==> config.mk <==
export PLATFORM = sky130hd
export DESIGN_NAME = uart_byte_transmitter
export DESIGN_NICKNAME = d
export VERILOG_FILES = /design/src/rtl/uart_pkg.sv /design/src/rtl/uart_byte_transmitter_baud.sv /design/src/rtl/uart_byte_transmitter.sv
export SDC_FILE = /design/constraint.sdc
export NUM_CORES = 1
export LEC_CHECK = 0
export ABC_AREA = 1
export BUFFER_PORTS_ARGS = -buffer_cell sky130_fd_sc_hd__buf_2
export CAP_MARGIN = 40
export CORE_UTILIZATION = 30
export DETAILED_ROUTE_END_ITERATION = 6
export PLACE_DENSITY = 0.55
export SYNTH_ARGS = -nofsm -noshare
export SYNTH_HDL_FRONTEND = slang
export SYNTH_SLANG_ARGS = --single-unit
export TNS_END_PERCENT = 1
==> constraint.sdc <==
create_clock -name i_clk -period 1.6 [get_ports i_clk]
set_input_delay 0.32 -clock i_clk [delete_from_list [all_inputs] [get_ports i_clk]]
set_output_delay 0.32 -clock i_clk [all_outputs]
set_load 0.05 [all_outputs]
==> src/rtl/uart_pkg.sv <==
// Shared definitions for the UART byte transmitter: FSM state encoding,
// default timing parameters and a counter-width helper.
package uart_pkg;

    localparam int DEFAULT_CLKS_PER_BIT = 5208;
    localparam int DEFAULT_DATA_BITS    = 8;

    typedef enum logic [2:0] {
        ST_IDLE   = 3'd0,
        ST_START  = 3'd1,
        ST_DATA   = 3'd2,
        ST_PARITY = 3'd3,
        ST_STOP   = 3'd4
    } state_t;

    // Never returns zero so single-value counters still get a real register.
    function automatic int cntWidth(input int n);
        return (n > 1) ? $clog2(n) : 1;
    endfunction

endpackage

==> src/rtl/uart_byte_transmitter_baud.sv <==
// Bit-period counter for the UART transmitter; bit_tick marks the last
// clock cycle of every bit while enabled.
module uart_baud_counter
    import uart_pkg::*;
#(
    parameter int CLKS_PER_BIT = DEFAULT_CLKS_PER_BIT
) (
    input  logic i_clk,
    input  logic i_reset,
    input  logic i_clear,
    input  logic i_enable,
    output logic o_bit_tick
);

    localparam int            CW   = cntWidth(CLKS_PER_BIT);
    localparam logic [CW-1:0] LAST = CW'(CLKS_PER_BIT - 1);
    localparam logic [CW-1:0] ONE  = CW'(1);

    logic [CW-1:0] r_baudCnt;

    always_ff @(posedge i_clk or posedge i_reset) begin
        if (i_reset) begin
            r_baudCnt <= '0;
        end else if (i_clear) begin
            r_baudCnt <= '0;
        end else if (i_enable) begin
            if (r_baudCnt == LAST) begin
                r_baudCnt <= '0;
            end else begin
                r_baudCnt <= r_baudCnt + ONE;
            end
        end
    end

    assign o_bit_tick = i_enable && !i_clear && (r_baudCnt == LAST);

endmodule

==> src/rtl/uart_byte_transmitter.sv <==
// UART byte transmitter: start bit, LSB-first data, optional even parity
// (enabled by defining UART_TX_PARITY_EN), stop bit. All outputs registered.
module uart_byte_transmitter
    import uart_pkg::*;
#(
    parameter int CLKS_PER_BIT = DEFAULT_CLKS_PER_BIT,
    parameter int DATA_BITS    = DEFAULT_DATA_BITS
) (
    input  logic                 i_clk,
    input  logic                 i_reset,
    input  logic                 i_send_pulse,
    input  logic                 i_reset_pulse,
    input  logic [DATA_BITS-1:0] i_data_in,
    output logic                 o_tx,
    output logic                 o_busy,
    output logic                 o_done
);

    localparam int               IDX_W    = cntWidth(DATA_BITS);
    localparam logic [IDX_W-1:0] LAST_IDX = IDX_W'(DATA_BITS - 1);
    localparam logic [IDX_W-1:0] IDX_ONE  = IDX_W'(1);

    state_t               r_state;
    logic [DATA_BITS-1:0] r_shift;
    logic [IDX_W-1:0]     r_bitIdx;
    logic                 r_tx;
    logic                 r_busy;
    logic                 r_done;
`ifdef UART_TX_PARITY_EN
    logic                 r_parity;
`endif

    logic                 w_bitTick;
    logic                 w_clear;
    logic                 w_enable;
    logic [DATA_BITS-1:0] w_nextShift;

    // The counter sits at zero throughout IDLE so the start bit gets a full period.
    assign w_clear     = (r_state == ST_IDLE) || i_reset_pulse;
    assign w_enable    = (r_state != ST_IDLE);
    assign w_nextShift = r_shift >> 1;

    uart_baud_counter #(
        .CLKS_PER_BIT(CLKS_PER_BIT)
    ) u_baud (
        .i_clk     (i_clk),
        .i_reset   (i_reset),
        .i_clear   (w_clear),
        .i_enable  (w_enable),
        .o_bit_tick(w_bitTick)
    );

    always_ff @(posedge i_clk or posedge i_reset) begin
        if (i_reset) begin
            r_state  <= ST_IDLE;
            r_shift  <= '0;
            r_bitIdx <= '0;
            r_tx     <= 1'b1;
            r_busy   <= 1'b0;
            r_done   <= 1'b0;
`ifdef UART_TX_PARITY_EN
            r_parity <= 1'b0;
`endif
        end else if (i_reset_pulse) begin
            r_state  <= ST_IDLE;
            r_bitIdx <= '0;
            r_tx     <= 1'b1;
            r_busy   <= 1'b0;
            r_done   <= 1'b0;
        end else begin
            r_done <= 1'b0;
            case (r_state)
                ST_IDLE: begin
                    if (i_send_pulse) begin
                        r_shift  <= i_data_in;
                        r_bitIdx <= '0;
                        r_tx     <= 1'b0;
                        r_busy   <= 1'b1;
                        r_state  <= ST_START;
`ifdef UART_TX_PARITY_EN
                        r_parity <= ^i_data_in;
`endif
                    end
                end
                ST_START: begin
                    if (w_bitTick) begin
                        r_tx    <= r_shift[0];
                        r_state <= ST_DATA;
                    end
                end
                ST_DATA: begin
                    if (w_bitTick) begin
                        if (r_bitIdx == LAST_IDX) begin
                            r_bitIdx <= '0;
`ifdef UART_TX_PARITY_EN
                            r_tx     <= r_parity;
                            r_state  <= ST_PARITY;
`else
                            r_tx     <= 1'b1;
                            r_state  <= ST_STOP;
`endif
                        end else begin
                            r_shift  <= w_nextShift;
                            r_tx     <= w_nextShift[0];
                            r_bitIdx <= r_bitIdx + IDX_ONE;
                        end
                    end
                end
`ifdef UART_TX_PARITY_EN
                ST_PARITY: begin
                    if (w_bitTick) begin
                        r_tx    <= 1'b1;
                        r_state <= ST_STOP;
                    end
                end
`endif
                ST_STOP: begin
                    if (w_bitTick) begin
                        r_busy  <= 1'b0;
                        r_done  <= 1'b1;
                        r_state <= ST_IDLE;
                    end
                end
                default: begin
                    r_tx    <= 1'b1;
                    r_busy  <= 1'b0;
                    r_state <= ST_IDLE;
                end
            endcase
        end
    end

    assign o_tx   = r_tx;
    assign o_busy = r_busy;
    assign o_done = r_done;

endmodule

Yosys cells after proc, flatten, opt, wreduce, memory -nomap -nowiden:

Cells that the tools add are included.

* $add $sub $neg: 2
* multipliers: 0
* divide/modulo/power cells: 0
* $lt $le $gt $ge: 0
* eq/ne operators: 15
* shift operators: 0
* muxes and demuxes: 32
* bitwise gates (word level): 1
* reduce and logical (&&, ||, !) cells: 15

Operators with widths (number)
* two-way mux 13 bit: 3
* two-way mux 3 bit: 10
* two-way mux 8 bit: 3
* case mux 8 bit (2 select lines): 1
* adder 13 x 1 -> 13 bit (second input constant): 1
* equality test 13 bit (second input constant): 1
* case mux 3 bit (4 select lines): 1
* two-way mux 1 bit: 11
* AND reduction 5 bit: 2
* inequality test 3 x 2 -> 1 bit (second input constant): 3
* equality test 3 bit (second input constant): 2
* inequality test 2 bit (second input constant): 3
* inequality test 3 bit (second input constant): 2
* case mux 3 bit (2 select lines): 1
* AND reduction 3 bit: 2
* nonzero test 3 bit: 2
* inequality test 2 x 1 -> 1 bit (second input constant): 2
* case mux 1 bit (4 select lines): 1
* AND reduction 4 bit: 1
* nonzero test 2 bit: 2
* adder 3 x 1 -> 3 bit (second input constant): 1
* equality test 3 x 1 -> 1 bit (second input constant): 1
* equality test 3 x 2 -> 1 bit (second input constant): 1
* logical NOT 3 bit: 1
* other kinds (6): 7

* register bits: 30
* bits in latches: 0
* memory bits (writable): 0
* ROM bits: 0
* input port bits: 12
* output and inout bits: 3
* word-level logic and storage cells: 72
* memories: 0

Depth between registers and ports, before layout:

Gate-level depths: netlist (run 1).

* depth after elaboration: 8
* mapped depth: 10
* depth with buffers taken out: 10

Hierarchy:

A second synthesis (run 1) with hierarchy kept.

* cell total of the unflattened synthesis: 247
* area, all modules: 1825.5 um^2

By module, submodules not included
* uart_byte_transmitter: instances 1, cells an instance 139, area an instance 1024.7 um^2, sequential area each 426.7 um^2
* uart_baud_counter: instances 1, cells an instance 108, area an instance 800.8 um^2, sequential area each 325.3 um^2

Worst setup path before layout (run 1):

OpenSTA, ideal clock, no wires.

* kind: register to register
* from: register r_bitIdx[0]
* to: register r_shift[0]
* arrival time: 1.248 ns
* slack: 0.235 ns
* cell stages (with the launch flop): 9
* period minus slack after synthesis: 1.365 ns
* path through: dfrtp_1 ha_1 ha_1 nand2_1 nand2_1 inv_2 nand3_4 nand2_1 nand2_1

* word-level cells in the longest chain between the ends: 3

Ends and longest elaborated chain
* start, declared: line uart_byte_transmitter.sv:25 `logic [IDX_W-1:0] r_bitIdx;`
* start signal, assigned: line uart_byte_transmitter.sv:105 `r_bitIdx <= r_bitIdx + IDX_ONE;`
* equality test 3 bit: line uart_byte_transmitter.sv:93 `if (r_bitIdx == LAST_IDX) begin`
* inequality test 2 bit (no source line)
* AND reduction 5 bit (no source line)
* end signal, assigned: line uart_byte_transmitter.sv:75 `r_shift <= i_data_in;`
* end signal, assigned: line uart_byte_transmitter.sv:103 `r_shift <= w_nextShift;`
* end, declared: line uart_byte_transmitter.sv:24 `logic [DATA_BITS-1:0] r_shift;`

Every way passes these cells.
A chain may end at the register's enable or synchronous reset.

Worst setup path after layout (run 1):

Same ends and word-level chain as after synthesis.

==> results.py, run 1 <==
metrics = {
    "critical_path": {
        "r2r_end": "r_shift[0]",
        "cp_slowest_stage_delay_ps": 410,
        "cp_max_fo": 10,
        "cpMostUsedCell": "nand2_1",
        "worst_ep_arrival_time_ps": 1650,
        "r2r-start": "r_bitIdx[0]",
        "cp_cell_sequence": "ha_1 -> ha_1 -> nand2_1 -> nand2_1 -> inv_4 -> nand3_4 -> nand2_2 -> nand2_1",
        "cp-end-kind": "flop",
        "r2r_cells": 8,
        "crit_required_ps": 1770,
        "cp_slowest_cell": "dfrtp_1",
        "worstSetupPathType": "reg2reg",
        "reg2reg_slack_ps": 120,
        "start_kind": "flop",
    },
    "global_routing": {
        "grt_overflow": 0,
        "grt_pass1_vias": 1393,
        "antenna_found_initial": 0,
        "grt_util_all_layers_pct": 13.1,
        "grt_max_degree": 31,
        "grt_pass1_wl_microns": 6260,
    },
    "sta": {
        "period_needed_ps": 1480,
        "maxSlewHeadroom_pct": 73.3,
        "report.final.slew_viol_count": 0,
        "skew_ps": 8.60,
        "tightestPinTransition_ps": 400,
        "hold_viol_final": 0,
        "tns_ps": 0,
        "rsz0062_at_grt": "no",
        "setup_viol": 0,
        "post-route-period-util_pct": 92.7,
        "hold-worst-slack_ps": 99.0,
        "fmax_mhz": 675,
    },
    "yosys": {
        "yosys_register_bits": 30,
        "seq_area_frac_synth_pct": 43.0,
        "netlist.area_leader.share_pct": 41.5,
        "avgSynthCellArea_sq_um": 7.61,
        "yosys.area.top_type": "dfrtp_1",
        "syn_area_sq_um": 1750,
        "synth_warnings": 0,
        "syn_inst": 230,
        "synth_cell_types": 31,
        "syn-num-nets": 245,
        "yosys-top-cells-area": "dfrtp_1 41%, nand2_1 17%, nor2_1 5.6%, nand3_1 5.1%, inv_1 4.3%",
    },
    "cts": {
        "cts_tree": "done",
        "clock-sinks": 30,
        "cts_made_buffers": 5,
        "cts.clk_slew.worst_paths_ps": 70,
        "h-tree-depth": 2,
        "root_buffer": "clkbuf_8",
        "clockBufferDepth": 2,
        "clk_latency_ps": 280,
    },
    "die": {
        "start_util_pct": 31.4,
        "die-area_sq_um": 6140,
        "rows": 27,
        "die_h_microns": 78.4,
        "die_x_microns": 78.4,
        "io_pins": 15,
        "fp.coreArea_sq_um": 5570,
    },
    "final_layout": {
        "nFillCells": 576,
        "final_common_cell": "nand2_1",
        "antenna_cells": 0,
        "final_cell_mix": "71 x nand2_1, 29 x dfrtp_1, 26 x nor2_1",
        "drive_above_1_share_pct": 23.0,
        "synthToLayoutAreaGrowth_pct": 18.7,
        "nets": 270,
    },
    "route": {
        "drt_iter0_drc": 83,
        "drtAntennaViolNets": 0,
        "num_vias": 1510,
        "routed_via_density": 4.60,
        "dr.pass1.iters": 4,
        "route.detailed.drc": 0,
        "wl_per_cell_microns": 10.9,
        "totalWireLength_microns": 3580,
    },
    "power_and_ir_drop": {
        "irDropWorstVdd_mv": 0.531,
        "leakagePower_nw": 1.04,
        "powerDensity_nw_per_um2": 1340,
    },
    "placed_design": {
        "place_congestion": 0.884,
        "port_buffers": 14,
        "hpwl_microns": 2610,
    },
    "job": {
        "drv_cap": 0,
    },
    "hold_path": {
        "min_path_type": "in2async",
    },
    "outcome": {
        "status": "complete, no violations",
    },
}
[cells by family (layout without fill, tap and decap cells)]
| group | Yosys count | after routing | share of synthesized area [%] |
|---|---|---|---|
| AOI/OAI and AO/OA | 9 | 9 | 3.65 |
| xor gates and xnor gates | 5 | 5 | 2.50 |
| adders and majority gates | 3 | 3 | 2.14 |
| buffers and inverters | 31 | 57 | 7.79 |
| DFF | 30 | 30 | 43.0 |
| and+or+nand+nor | 152 | 152 | 41.0 |
[registers in the layout, indices dropped and copies added, names as in the netlist]
register / flops
o_tx: 1
r_shift: 8
o_busy: 1
r_state: 3
u_baud.r_baudCnt: 13
r_bitIdx: 3
o_done: 1
[report_power, final]
part	internal [mW]	total [mW]	switching, mW
Clock	0.346	0.629	0.283
Sequential	0.935	1.05	0.117
Combinational	0.380	1.09	0.712
Total	1.66	2.77	1.11
[repair_timing]
item                                    4_1_cts  5_1_grt
endpoints found under the setup margin        0       13
resized for setup                             0       12
hold buffers                                  0        0
buffers inserted                              0        1
endpoints found under the hold margin         0        0
[worst max-delay path, delay by kind of cell (launching register included)]
family                     cells  cell delay [ps]
buffers and inverters          1              130
and+or+nand+nor                5              420
adders and majority gates      2              410
DFF                            1              410
[synthesized netlist by cell type]
cell type  count
nand2_1       77
dfrtp_1       29
nor2_1        26
inv_1         20
nand3_1       18
nand4_1       12
inv_2          7
nor3_1         6
xor2_1         5
a21oi_1        3
ha_1           3
nor3_2         3
nand3_4        2
nor2_2         2
a21oi_2        1
a21oi_4        1
a31oi_1        1
and3_1         1
buf_2          1
buf_6          1
buf_8          1
clkbuf_1       1
dfstp_2        1
nand2_4        1
nand3_2        1
nor2_4         1
nor3b_2        1
o21ai_0        1
o21ai_1        1
o31ai_1        1
or2_0          1
[per-layer routing]
metal,part of all wire (%),global-route usage [%],vias up
met1,49,17.6,684
met5,0,0,-
met3,4.2,3.14,7
li1,-,-,784
met4,2.2,6.67,0
met2,44,19.6,35
[per-stage QoR]
| stage | instance area (sq um) | utilization (%) | power [mW] | instances | worst slack [ps] |
|---|---|---|---|---|---|
| floorplan | 1750 | - | 1.86 | 230 | 235 |
| global placement | 1930 | 34.6 | 2.08 | 319 | 98.4 |
| detailed placement | 1930 | 34.6 | 2.08 | 319 | 80.7 |
| CTS | 2020 | 36.2 | 2.73 | 327 | 82.6 |
| global route | 2080 | 37.3 | 2.98 | 328 | 5.68 |
| finish | 2080 | 37.3 | 2.77 | 328 | 118 |
[layout make-up]
| cell class | count | area, sq um | area share (%) |
|---|---|---|---|
| Clock inverter | 1 | 5.00 | 0.241 |
| Sequential cell | 30 | 752 | 36.2 |
| Tap cell | 72 | 90.1 | 4.34 |
| Multi-Input combinational cell | 169 | 897 | 43.2 |
| Clock buffer | 7 | 86.3 | 4.16 |
| Timing Repair Buffer | 22 | 143 | 6.87 |
| Inverter | 27 | 104 | 5.00 |
[worst max-delay path by stage]
stage	startpoint	endpoint	cells after the start
floorplan	r_bitIdx[0]	r_shift[0]	8
global placement	u_baud.r_baudCnt[0]	r_shift[5]	10
detailed placement	u_baud.r_baudCnt[0]	r_shift[1]	10
CTS	u_baud.r_baudCnt[0]	r_shift[1]	10
global route	u_baud.r_baudCnt[0]	r_state[1]	8
finish	r_bitIdx[0]	r_shift[0]	8
Note: power is estimated with default switching activity, not from simulation.
==> run 2: changes to the inputs <==
--- a/config.mk
+++ b/config.mk
@@ -9,6 +9,7 @@
 export BUFFER_PORTS_ARGS = -buffer_cell sky130_fd_sc_hd__buf_2
 export CAP_MARGIN = 40
 export CORE_UTILIZATION = 30
+export CTS_BUF_LIST = sky130_fd_sc_hd__clkbuf_2
 export DETAILED_ROUTE_END_ITERATION = 6
 export PLACE_DENSITY = 0.55
 export SYNTH_ARGS = -nofsm -noshare
==> run 2 against run 1 <==
Fmax shrank 0.84%; largest power group unchanged; final area shrank 2.5%; via count rose by 0.93%; sequential share of layout area grew 0.94 points.
==> results.py, run 2 (same netlist as run 1, synthesis figures left out) <==
metrics = {
    "critical_path": {
        "cp_cell_sequence": "buf_2",
        "crit_required_ps": 1280,
        "cp-end-kind": "output pin",
        "worst_ep_arrival_time_ps": 1170,
        "cp_slowest_cell": "dfstp_2",
        "critPathBufInv": 1,
        "cp_top_family": "flip-flops",
        "worstSetupPathType": "reg2out",
        "cp_max_fo": 2,
        "cp_slowest_stage_delay_ps": 560,
        "start_kind": "flop",
    },
    "sta": {
        "maxSlewHeadroom_pct": 73.0,
        "post-route-period-util_pct": 93.4,
        "period_needed_ps": 1490,
        "fmax_mhz": 669,
        "report.final.slew_viol_count": 0,
        "tightestPinTransition_ps": 405,
        "setup_viol": 0,
        "fin_ws_ps": 105,
        "rsz0062_at_grt": "yes",
        "hold_viol_final": 0,
        "skew_ps": 24.5,
    },
    "power_and_ir_drop": {
        "seqPwrFrac_pct": 41.3,
        "combPwrFrac_pct": 43.7,
        "powerDensity_nw_per_um2": 1240,
        "p_sw_mw": 1.10,
        "p_int_mw": 1.42,
        "clkPwrFrac_pct": 15.0,
        "sw_frac_of_total_pct": 43.5,
        "irDropWorstVdd_mv": 0.521,
        "leakagePower_nw": 1.03,
    },
    "route": {
        "routed_via_density": 4.63,
        "num_vias": 1524,
        "dr.pass1.iters": 4,
        "drt_iter0_drc": 96,
        "drtAntennaViolNets": 0,
        "wl_per_cell_microns": 11.0,
        "totalWireLength_microns": 3620,
        "route.detailed.drc": 0,
    },
    "cts": {
        "clock-sinks": 30,
        "clockBufferDepth": 2,
        "cts_tree": "done",
        "root_buffer": "clkbuf_2",
        "cts.clk_slew.worst_paths_ps": 170,
        "cts_made_buffers": 5,
        "clk_latency_ps": 370,
        "h-tree-depth": 2,
    },
    "final_layout": {
        "nets": 271,
        "final_util_pct": 36.3,
        "final_common_cell": "nand2_1",
        "regMostFlops": "u_baud.r_baudCnt",
        "nFillCells": 588,
        "synthToLayoutAreaGrowth_pct": 15.7,
        "top_regs": "u_baud.r_baudCnt x13, r_shift x8",
        "stdcell_area_sq_um": 2020,
        "final_cell_mix": "77 x nand2_1, 29 x dfrtp_1, 26 x nor2_1",
        "antenna_cells": 0,
        "largest_register_ffs": 13,
        "stdcell_count": 329,
        "drive_above_1_share_pct": 19.8,
    },
    "die": {
        "io_pins": 15,
        "rows": 27,
        "die_x_microns": 78.4,
        "die-area_sq_um": 6140,
        "die_h_microns": 78.4,
        "start_util_pct": 31.4,
        "fp.coreArea_sq_um": 5570,
    },
    "global_routing": {
        "busiest_layer": "met2",
        "grt_use_met3_pct": 3.14,
        "grt_max_degree": 31,
        "grtUsageMet2_pct": 19.5,
        "antenna_found_initial": 0,
        "grt_pass1_vias": 1386,
        "grt_overflow": 0,
        "grt_pass1_wl_microns": 6240,
        "grt_util_all_layers_pct": 13.1,
        "use_met1_pct": 17.6,
    },
    "hold_path": {
        "min_path_type": "in2reg",
    },
    "placed_design": {
        "placed_area_sq_um": 1930,
        "place_congestion": 0.884,
        "hpwl_microns": 2610,
        "pre_cts_ws_ps": 80.7,
        "dp.cells": 319,
        "port_buffers": 14,
    },
    "job": {
        "drv_cap": 0,
    },
    "outcome": {
        "status": "complete, no violations",
    },
}
==> run 2: changes by cell type in the layout (fill, tap and decap cells not counted), sizes merged <==
cell / delta
dlygate4sd3: +1
clkbuf: -1
clkinv: +1
==> run 2: what timing repair did <==
| item | in CTS | in global routing |
|---|---|---|
| endpoints found under the hold margin | 9 | 0 |
| hold buffers | 1 | 0 |
| endpoints found under the setup margin | 0 | 13 |
| gates resized for setup | 0 | 5 |
| buffers inserted | 0 | 1 |
==> run 2: per-layer routing <==
layer  up-vias  routed length, microns  share of wire, %
met4         0                      70               1.9
met1       684                    1750                48
met5         -                       0                 0
li1        788                       -                 -
met2        47                    1610                45
met3         5                     194               5.4
==> run 2: power by group through the flow <==
| stage | Combinational, mW | Clock (mW) | Sequential, mW |
|---|---|---|---|
| 2_1_floorplan | 0.728 | 0 | 1.13 |
| 3_3_place_gp | 1.02 | 0 | 1.05 |
| 3_5_place_dp | 1.03 | 0 | 1.05 |
| 4_1_cts | 1.03 | 0.396 | 1.04 |
| 5_1_grt | 1.23 | 0.426 | 1.06 |
| 6_report | 1.10 | 0.376 | 1.04 |
==> run 2: stage by stage <==
| stage | total power, mW | setup TNS (ps) | hold slack, ps |
|---|---|---|---|
| 3_5_place_dp | 2.08 | 0 | 431 |
| 5_1_grt | 2.71 | -3.06 | 242 |
| 6_report | 2.51 | 0 | 277 |
| 2_1_floorplan | 1.86 | 0 | 410 |
| 3_3_place_gp | 2.08 | 0 | 430 |
| 4_1_cts | 2.47 | 0 | 250 |
==> run 2: final timing paths <==
path,start,to,slack [ps],cells past startpoint
setup reg to reg,r_bitIdx[0],r_shift[1],120,8
hold / removal,i_data_in[7],r_shift[7],280,5
max in group asynchronous,i_reset,o_tx,720,4
setup / recovery,o_tx,o_tx,110,1
hold reg to reg,u_baud.r_baudCnt[0],u_baud.r_baudCnt[0],460,1
min in group asynchronous,i_reset,r_shift[6],540,4
==> run 2: area by class of cell <==
type	instances	area [sq um]	area share, %
clock inverters	2	8.76	0.433
clock buffers	6	30.0	1.48
multi-input cells	169	887	43.8
repair buffers	23	153	7.54
flip-flops and latches	30	752	37.1
well taps	72	90.1	4.45
inverters	27	104	5.13
